$ cat config.mk
export PLATFORM = sky130hd
export DESIGN_NAME = avatar_anim_ctrl_flat
export DESIGN_NICKNAME = d
export VERILOG_FILES = /design/src/rtl/avatar_anim_ctrl_if.sv /design/src/rtl/avatar_anim_ctrl.sv /design/src/flat_wrapper.sv
export SDC_FILE = /design/constraint.sdc
export NUM_CORES = 1
export LEC_CHECK = 0
export BUFFER_PORTS_ARGS = -buffer_cell sky130_fd_sc_hd__buf_2
export CORE_MARGIN = 3
export CORE_UTILIZATION = 50
export DETAILED_ROUTE_END_ITERATION = 16
export HOLD_SLACK_MARGIN = 0.08
export PLACE_DENSITY = 0.73
export SKIP_LAST_GASP = 1
export SYNTH_ARGS = -nofsm -noshare
export SYNTH_HDL_FRONTEND = slang
export SYNTH_SLANG_ARGS = --single-unit
$ cat constraint.sdc
create_clock -name Clk -period 2.25 [get_ports Clk]
set_input_delay 0.3375 -clock Clk [delete_from_list [all_inputs] [get_ports Clk]]
set_output_delay 0.3375 -clock Clk [all_outputs]
set_load 0.005 [all_outputs]
$ cat src/rtl/avatar_anim_ctrl_if.sv
// Key/ground inputs and sprite-control outputs exchanged between the avatar
// animation sequencer and its surroundings (motion block, color_mapper).
interface avatar_anim_ctrl_if;
  logic       frame_clk;
  logic       move_left;
  logic       move_right;
  logic       jump;
  logic       on_ground;
  logic [1:0] sprite_sel;
  logic       xFlag;
  logic       xDirection;
  logic       jump_start;
  logic [1:0] anim_state;

  // Environment side: drives keys, ground and frame strobe, observes sprite control
  modport master (
    output frame_clk, move_left, move_right, jump, on_ground,
    input  sprite_sel, xFlag, xDirection, jump_start, anim_state
  );

  // Sequencer side
  modport slave (
    input  frame_clk, move_left, move_right, jump, on_ground,
    output sprite_sel, xFlag, xDirection, jump_start, anim_state
  );
endinterface

$ cat src/rtl/avatar_anim_ctrl.sv
// Per-frame IDLE/WALK/JUMP/LAND avatar animation sequencer; chooses the sprite
// frame and facing for color_mapper and pulses jump_start on takeoff.
module avatar_anim_ctrl #(
  parameter int unsigned STEP_FRAMES    = 8,
  parameter int unsigned MIN_AIR_FRAMES = 4,
  parameter int unsigned LAND_FRAMES    = 6
) (
  input logic               Clk,
  input logic               Reset,
  avatar_anim_ctrl_if.slave bus
);

  localparam int unsigned CNT_W = 8;
  localparam logic [CNT_W-1:0] STEP_LAST = CNT_W'(STEP_FRAMES - 1);
  localparam logic [CNT_W-1:0] AIR_LAST  = CNT_W'(MIN_AIR_FRAMES - 1);
  localparam logic [CNT_W-1:0] LAND_LAST = CNT_W'(LAND_FRAMES - 1);
  localparam logic [CNT_W-1:0] CNT_MAX   = {CNT_W{1'b1}};

  typedef enum logic [1:0] {
    ST_IDLE = 2'd0,
    ST_WALK = 2'd1,
    ST_JUMP = 2'd2,
    ST_LAND = 2'd3
  } state_e;

  state_e           state_q, state_d;
  logic [CNT_W-1:0] cnt_q, cnt_d;
  logic             phase_q, phase_d;
  logic             facing_q, facing_d;
  logic             frame_clk_d_q;
  logic             jump_start_q, jump_start_d;
  logic [1:0]       sprite_sel_q, sprite_sel_d;
  logic             xflag_q;

  logic tick;
  logic one_dir;
  logic takeoff;

  assign tick    = bus.frame_clk & ~frame_clk_d_q;
  assign one_dir = bus.move_left ^ bus.move_right;
  assign takeoff = bus.jump & bus.on_ground;

  // Next-state evaluation; everything holds between frame ticks
  always_comb begin
    state_d      = state_q;
    cnt_d        = cnt_q;
    phase_d      = phase_q;
    facing_d     = facing_q;
    jump_start_d = 1'b0;
    if (tick) begin
      if (bus.move_left & ~bus.move_right) begin
        facing_d = 1'b1;
      end else if (bus.move_right & ~bus.move_left) begin
        facing_d = 1'b0;
      end
      unique case (state_q)
        ST_IDLE: begin
          if (takeoff) begin
            state_d      = ST_JUMP;
            cnt_d        = '0;
            jump_start_d = 1'b1;
          end else if (one_dir) begin
            state_d = ST_WALK;
            cnt_d   = '0;
            phase_d = 1'b0;
          end
        end
        ST_WALK: begin
          if (takeoff) begin
            state_d      = ST_JUMP;
            cnt_d        = '0;
            jump_start_d = 1'b1;
          end else if (!one_dir) begin
            state_d = ST_IDLE;
            cnt_d   = '0;
            phase_d = 1'b0;
          end else if (cnt_q == STEP_LAST) begin
            cnt_d   = '0;
            phase_d = ~phase_q;
          end else begin
            cnt_d = cnt_q + CNT_W'(1);
          end
        end
        ST_JUMP: begin
          // jump key is deliberately ignored here: no double jump
          if (bus.on_ground && (cnt_q >= AIR_LAST)) begin
            state_d = ST_LAND;
            cnt_d   = '0;
          end else if (cnt_q != CNT_MAX) begin
            cnt_d = cnt_q + CNT_W'(1);
          end
        end
        ST_LAND: begin
          if (cnt_q == LAND_LAST) begin
            state_d = ST_IDLE;
            cnt_d   = '0;
          end else begin
            cnt_d = cnt_q + CNT_W'(1);
          end
        end
        default: state_d = ST_IDLE;
      endcase
    end
  end

  // Sprite decode from the upcoming state so the select lines are registered
  always_comb begin
    sprite_sel_d = 2'd0;
    unique case (state_d)
      ST_WALK: sprite_sel_d = phase_d ? 2'd2 : 2'd1;
      ST_JUMP: sprite_sel_d = 2'd2;
      default: sprite_sel_d = 2'd0;
    endcase
  end

  always_ff @(posedge Clk) begin
    if (!Reset) begin
      state_q       <= ST_IDLE;
      cnt_q         <= '0;
      phase_q       <= 1'b0;
      facing_q      <= 1'b0;
      frame_clk_d_q <= 1'b0;
      jump_start_q  <= 1'b0;
      sprite_sel_q  <= 2'd0;
      xflag_q       <= 1'b0;
    end else begin
      state_q       <= state_d;
      cnt_q         <= cnt_d;
      phase_q       <= phase_d;
      facing_q      <= facing_d;
      frame_clk_d_q <= bus.frame_clk;
      jump_start_q  <= jump_start_d;
      sprite_sel_q  <= sprite_sel_d;
      xflag_q       <= |sprite_sel_d;
    end
  end

  assign bus.sprite_sel = sprite_sel_q;
  assign bus.xFlag      = xflag_q;
  assign bus.xDirection = facing_q;
  assign bus.jump_start = jump_start_q;
  assign bus.anim_state = state_q;

endmodule

$ cat src/flat_wrapper.sv
// flat-port wrapper written by rule: the top's interface ports become plain ports
module avatar_anim_ctrl_flat 
#(
  parameter int unsigned STEP_FRAMES    = 8,
  parameter int unsigned MIN_AIR_FRAMES = 4,
  parameter int unsigned LAND_FRAMES    = 6
)
  (Clk, Reset, bus_frame_clk, bus_move_left, bus_move_right, bus_jump, bus_on_ground, bus_sprite_sel, bus_xFlag, bus_xDirection, bus_jump_start, bus_anim_state);
  avatar_anim_ctrl_if bus_i ();
  input logic Clk;
  input logic Reset;
  input wire logic [$bits(bus_i.frame_clk)-1:0] bus_frame_clk;
  input wire logic [$bits(bus_i.move_left)-1:0] bus_move_left;
  input wire logic [$bits(bus_i.move_right)-1:0] bus_move_right;
  input wire logic [$bits(bus_i.jump)-1:0] bus_jump;
  input wire logic [$bits(bus_i.on_ground)-1:0] bus_on_ground;
  output wire logic [$bits(bus_i.sprite_sel)-1:0] bus_sprite_sel;
  output wire logic [$bits(bus_i.xFlag)-1:0] bus_xFlag;
  output wire logic [$bits(bus_i.xDirection)-1:0] bus_xDirection;
  output wire logic [$bits(bus_i.jump_start)-1:0] bus_jump_start;
  output wire logic [$bits(bus_i.anim_state)-1:0] bus_anim_state;
  assign bus_i.frame_clk = bus_frame_clk;
  assign bus_i.move_left = bus_move_left;
  assign bus_i.move_right = bus_move_right;
  assign bus_i.jump = bus_jump;
  assign bus_i.on_ground = bus_on_ground;
  assign bus_sprite_sel = bus_i.sprite_sel;
  assign bus_xFlag = bus_i.xFlag;
  assign bus_xDirection = bus_i.xDirection;
  assign bus_jump_start = bus_i.jump_start;
  assign bus_anim_state = bus_i.anim_state;
  avatar_anim_ctrl #(.STEP_FRAMES(STEP_FRAMES), .MIN_AIR_FRAMES(MIN_AIR_FRAMES), .LAND_FRAMES(LAND_FRAMES)) u_core (.Clk(Clk), .Reset(Reset), .bus(bus_i));
endmodule
==> results.toml <==
[synthesis]
synth_compound_area_frac = 0.2509
synth_top_cell_by_area = "dfxtp_1"
synth_area_mm2 = 0.001072
synthXorXnorAreaFrac = 0
synthCells = 133
yosysWarnings = 0
synth_area_leaders = "dfxtp_1 32%, nand3_1 6.5%, ha_1 5.8%"
synthAdderAreaFrac = 0.05834
ys_async_sr_fraction = 0
synthSimpleGateAreaFrac = 0.3127
syn-num-nets = 145
synth_ff_type = "dfxtp_1"
avgSynthCellArea_um2 = 8.062
yosysUniqueCellTypes = 43
ys_seq_area_frac = 0.3174
synthMuxAreaShare = 0.01050
yosysMostFrequentCell = "dfxtp_1"
synth-edff-count = 0
ys_ff_latch = 17
ys_top_cells_by_count = "17 x dfxtp_1, 14 x nand3_1, 10 x nor2_1"
synth_top_family_by_area = "simple AND/OR/NAND/NOR gates"
netlist.area_leader.share = 0.3174

[critical_path]
endpoint_kind = "register"
critPathArrivalTime_ns = 2.36
critical_path_class = "register to register"
rrSetupSlack_ns = 0.09
cp_data_required_time_ns = 2.46
critPathLaunchType = "register"
worstPathMaxFanout = 5

[die]
die_x_um = 52.31
die_area_mm2 = 0.002736
core_mm2 = 0.002002
boundaryPins = 14
rows = 16
die_height_um = 52.31
initial_utilization = 0.5356

[sta]
slew_headroom = 0.7032
fmax_mhz = 464.0
finalHoldViolations = 0
fin_hold_ws_ns = 0.2521
finalSetupViolCount = 0
finalCritPeriodShare = 0.9580
min_period_ns = 2.155
tns_ns = 0
maxSlewViolCount = 0
tightest_slew_ns = 0.4452
finalClockSkew_ns = 0.004257

[flow_run]
cap_violations = 0

[min_path]
hold_path.class = "input pin to register"

[finish]
syn_to_final_growth_pct = 17.62
antenna_cells = 0
final_nets = 169
drive_gt1_frac = 0.2308

[placed_design]
gp_congestion = 0.8907
hpwlAfterDp_um = 1874
numPortBuffers = 13

[grt]
grt_use_total = 0.2110
grt_pass1_wl_um = 4319
gr-total-overflow = 0
grt_max_degree = 23
grt_pass1_vias = 989
antenna_found_initial = 0

[drt]
postRouteAntennaNets = 0
routed_wl_um = 2572
post-route-drc-count = 0
vias_per_cell = 6.087
vias = 1114
firstDrtPassIters = 4
drt_iter0_markers = 22
wire_per_inst_um = 14.05

[clocking]
worstSkewPairLatency_ns = 0.31
cts_max_level = 1
root_buffer = "clkbuf_4"
clock_sink_count = 17
numCtsBuffers = 3
clk_path_buf_depth = 2
worst_setup_hold_path_clk_slew_ns = 0.10
cts_tree = "built"

[status]
status = "completed"

[power]
p_comb_frac = 0.181
max-vdd-ir-drop_mv = 0.4371
p_clk_frac = 0.290
p_leak_uw = 0.0005314
p_switching_uw = 172.7
power_density_mw_per_mm2 = 474.1
switching_share = 0.2889
seqPwrFrac = 0.529
cell_internal_pwr_uw = 425.2
==> timing repair <==
| item | in CTS | in global routing |
|---|---|---|
| gates resized for setup | 0 | 4 |
| hold buffers | 0 | 0 |
| hold endpoints to repair | 0 | 0 |
| endpoints found under the setup margin | 0 | 2 |
| buffers inserted | 0 | 1 |
==> cells in the final DEF, fill, tap and decap left out, types with 2 or more instances in the layout <==
cell,count
dfxtp_1,16
ha_1,5
inv_1,6
o211ai_1,2
a31oi_1,3
and2_1,2
nor3_1,4
o21ai_1,2
a31o_1,2
nor2b_1,3
a21oi_1,4
and3_1,4
buf_2,13
nand3_1,14
o2111ai_1,7
nand2_1,8
nand2b_1,4
buf_4,11
nand3b_1,2
a21o_1,2
o21ai_0,6
clkbuf_4,3
nor2_1,9
==> power by group through the flow <==
stage	Clock [µW]	Sequential (µW)	Combinational, µW
after floorplan	0	321	65.9
after global placement	0	322	99.9
after detailed placement	0	323	101
after CTS	175	316	103
after global routing	189	317	121
final	173	316	108
==> critical path: stages (launching register included) <==
cell and delay, ns:
dfxtp_2 0.35, ha_1 0.20, or4_4 0.44, o21ai_2 0.16, a21oi_1 0.09, o21ai_1 0.17
inv_1 0.06, ha_1 0.24, nor2_2 0.11, nor3_2 0.05, a31o_1 0.18
==> state kept, by name, indices dropped and copies added (netlist names) <==
name	cells
u_core.bus.xFlag	1
u_core.bus.xDirection	1
u_core.bus.sprite_sel	2
u_core.cnt_q	8
u_core.bus.jump_start	1
u_core.phase_q	1
u_core.frame_clk_d_q	1
u_core.bus.anim_state	2
==> layout make-up <==
cell class	count	area (µm²)
well taps	27	33.78
multi-input cells	105	689.4
clock buffers	4	26.28
repair buffers	24	147.6
fillers	197	740.7
inverters	6	22.52
flip-flops and latches	17	341.6
==> metrics by stage <==
step	setup slack [ns]	util	instance area, µm²	std cells	power [µW]
CTS	0.03757	0.6200	1241	182	593.1
detailed placement	0.06578	0.6069	1215	178	424.2
finish	0.09461	0.6300	1261	183	597.9
global placement	0.1686	0.6069	1215	178	422.0
floorplan	0.09407	-	1072	133	386.7
global route	-0.01376	0.6300	1261	183	626.9
==> final timing paths <==
path / to / cells past startpoint / from
max: u_core.bus.xFlag / 10 / u_core.cnt_q[0]
min: u_core.frame_clk_d_q / 2 / bus_frame_clk
max reg2reg: u_core.bus.xFlag / 10 / u_core.cnt_q[0]
min reg2reg: u_core.cnt_q[0] / 1 / u_core.cnt_q[0]
==> logic make-up (layout without fill, tap and decap cells) <==
family | count (synthesis) | count (layout)
AND/OR/NAND/NOR | 61 | 61
adder cells (fa/ha/maj) | 5 | 5
flip-flops | 17 | 17
multiplexers | 1 | 1
buffers and inverters | 11 | 34
AO/OA/AOI/OAI | 38 | 38
==> metal layers <==
| metal | global-route usage | routed length (µm) |
|---|---|---|
| met1 | 0.2835 | 1190 |
| met2 | 0.3306 | 1137 |
| met3 | 0.03419 | 193 |
| met4 | 0.08936 | 51 |
| met5 | 0 | 0 |
(Power assumes the default switching activity.)
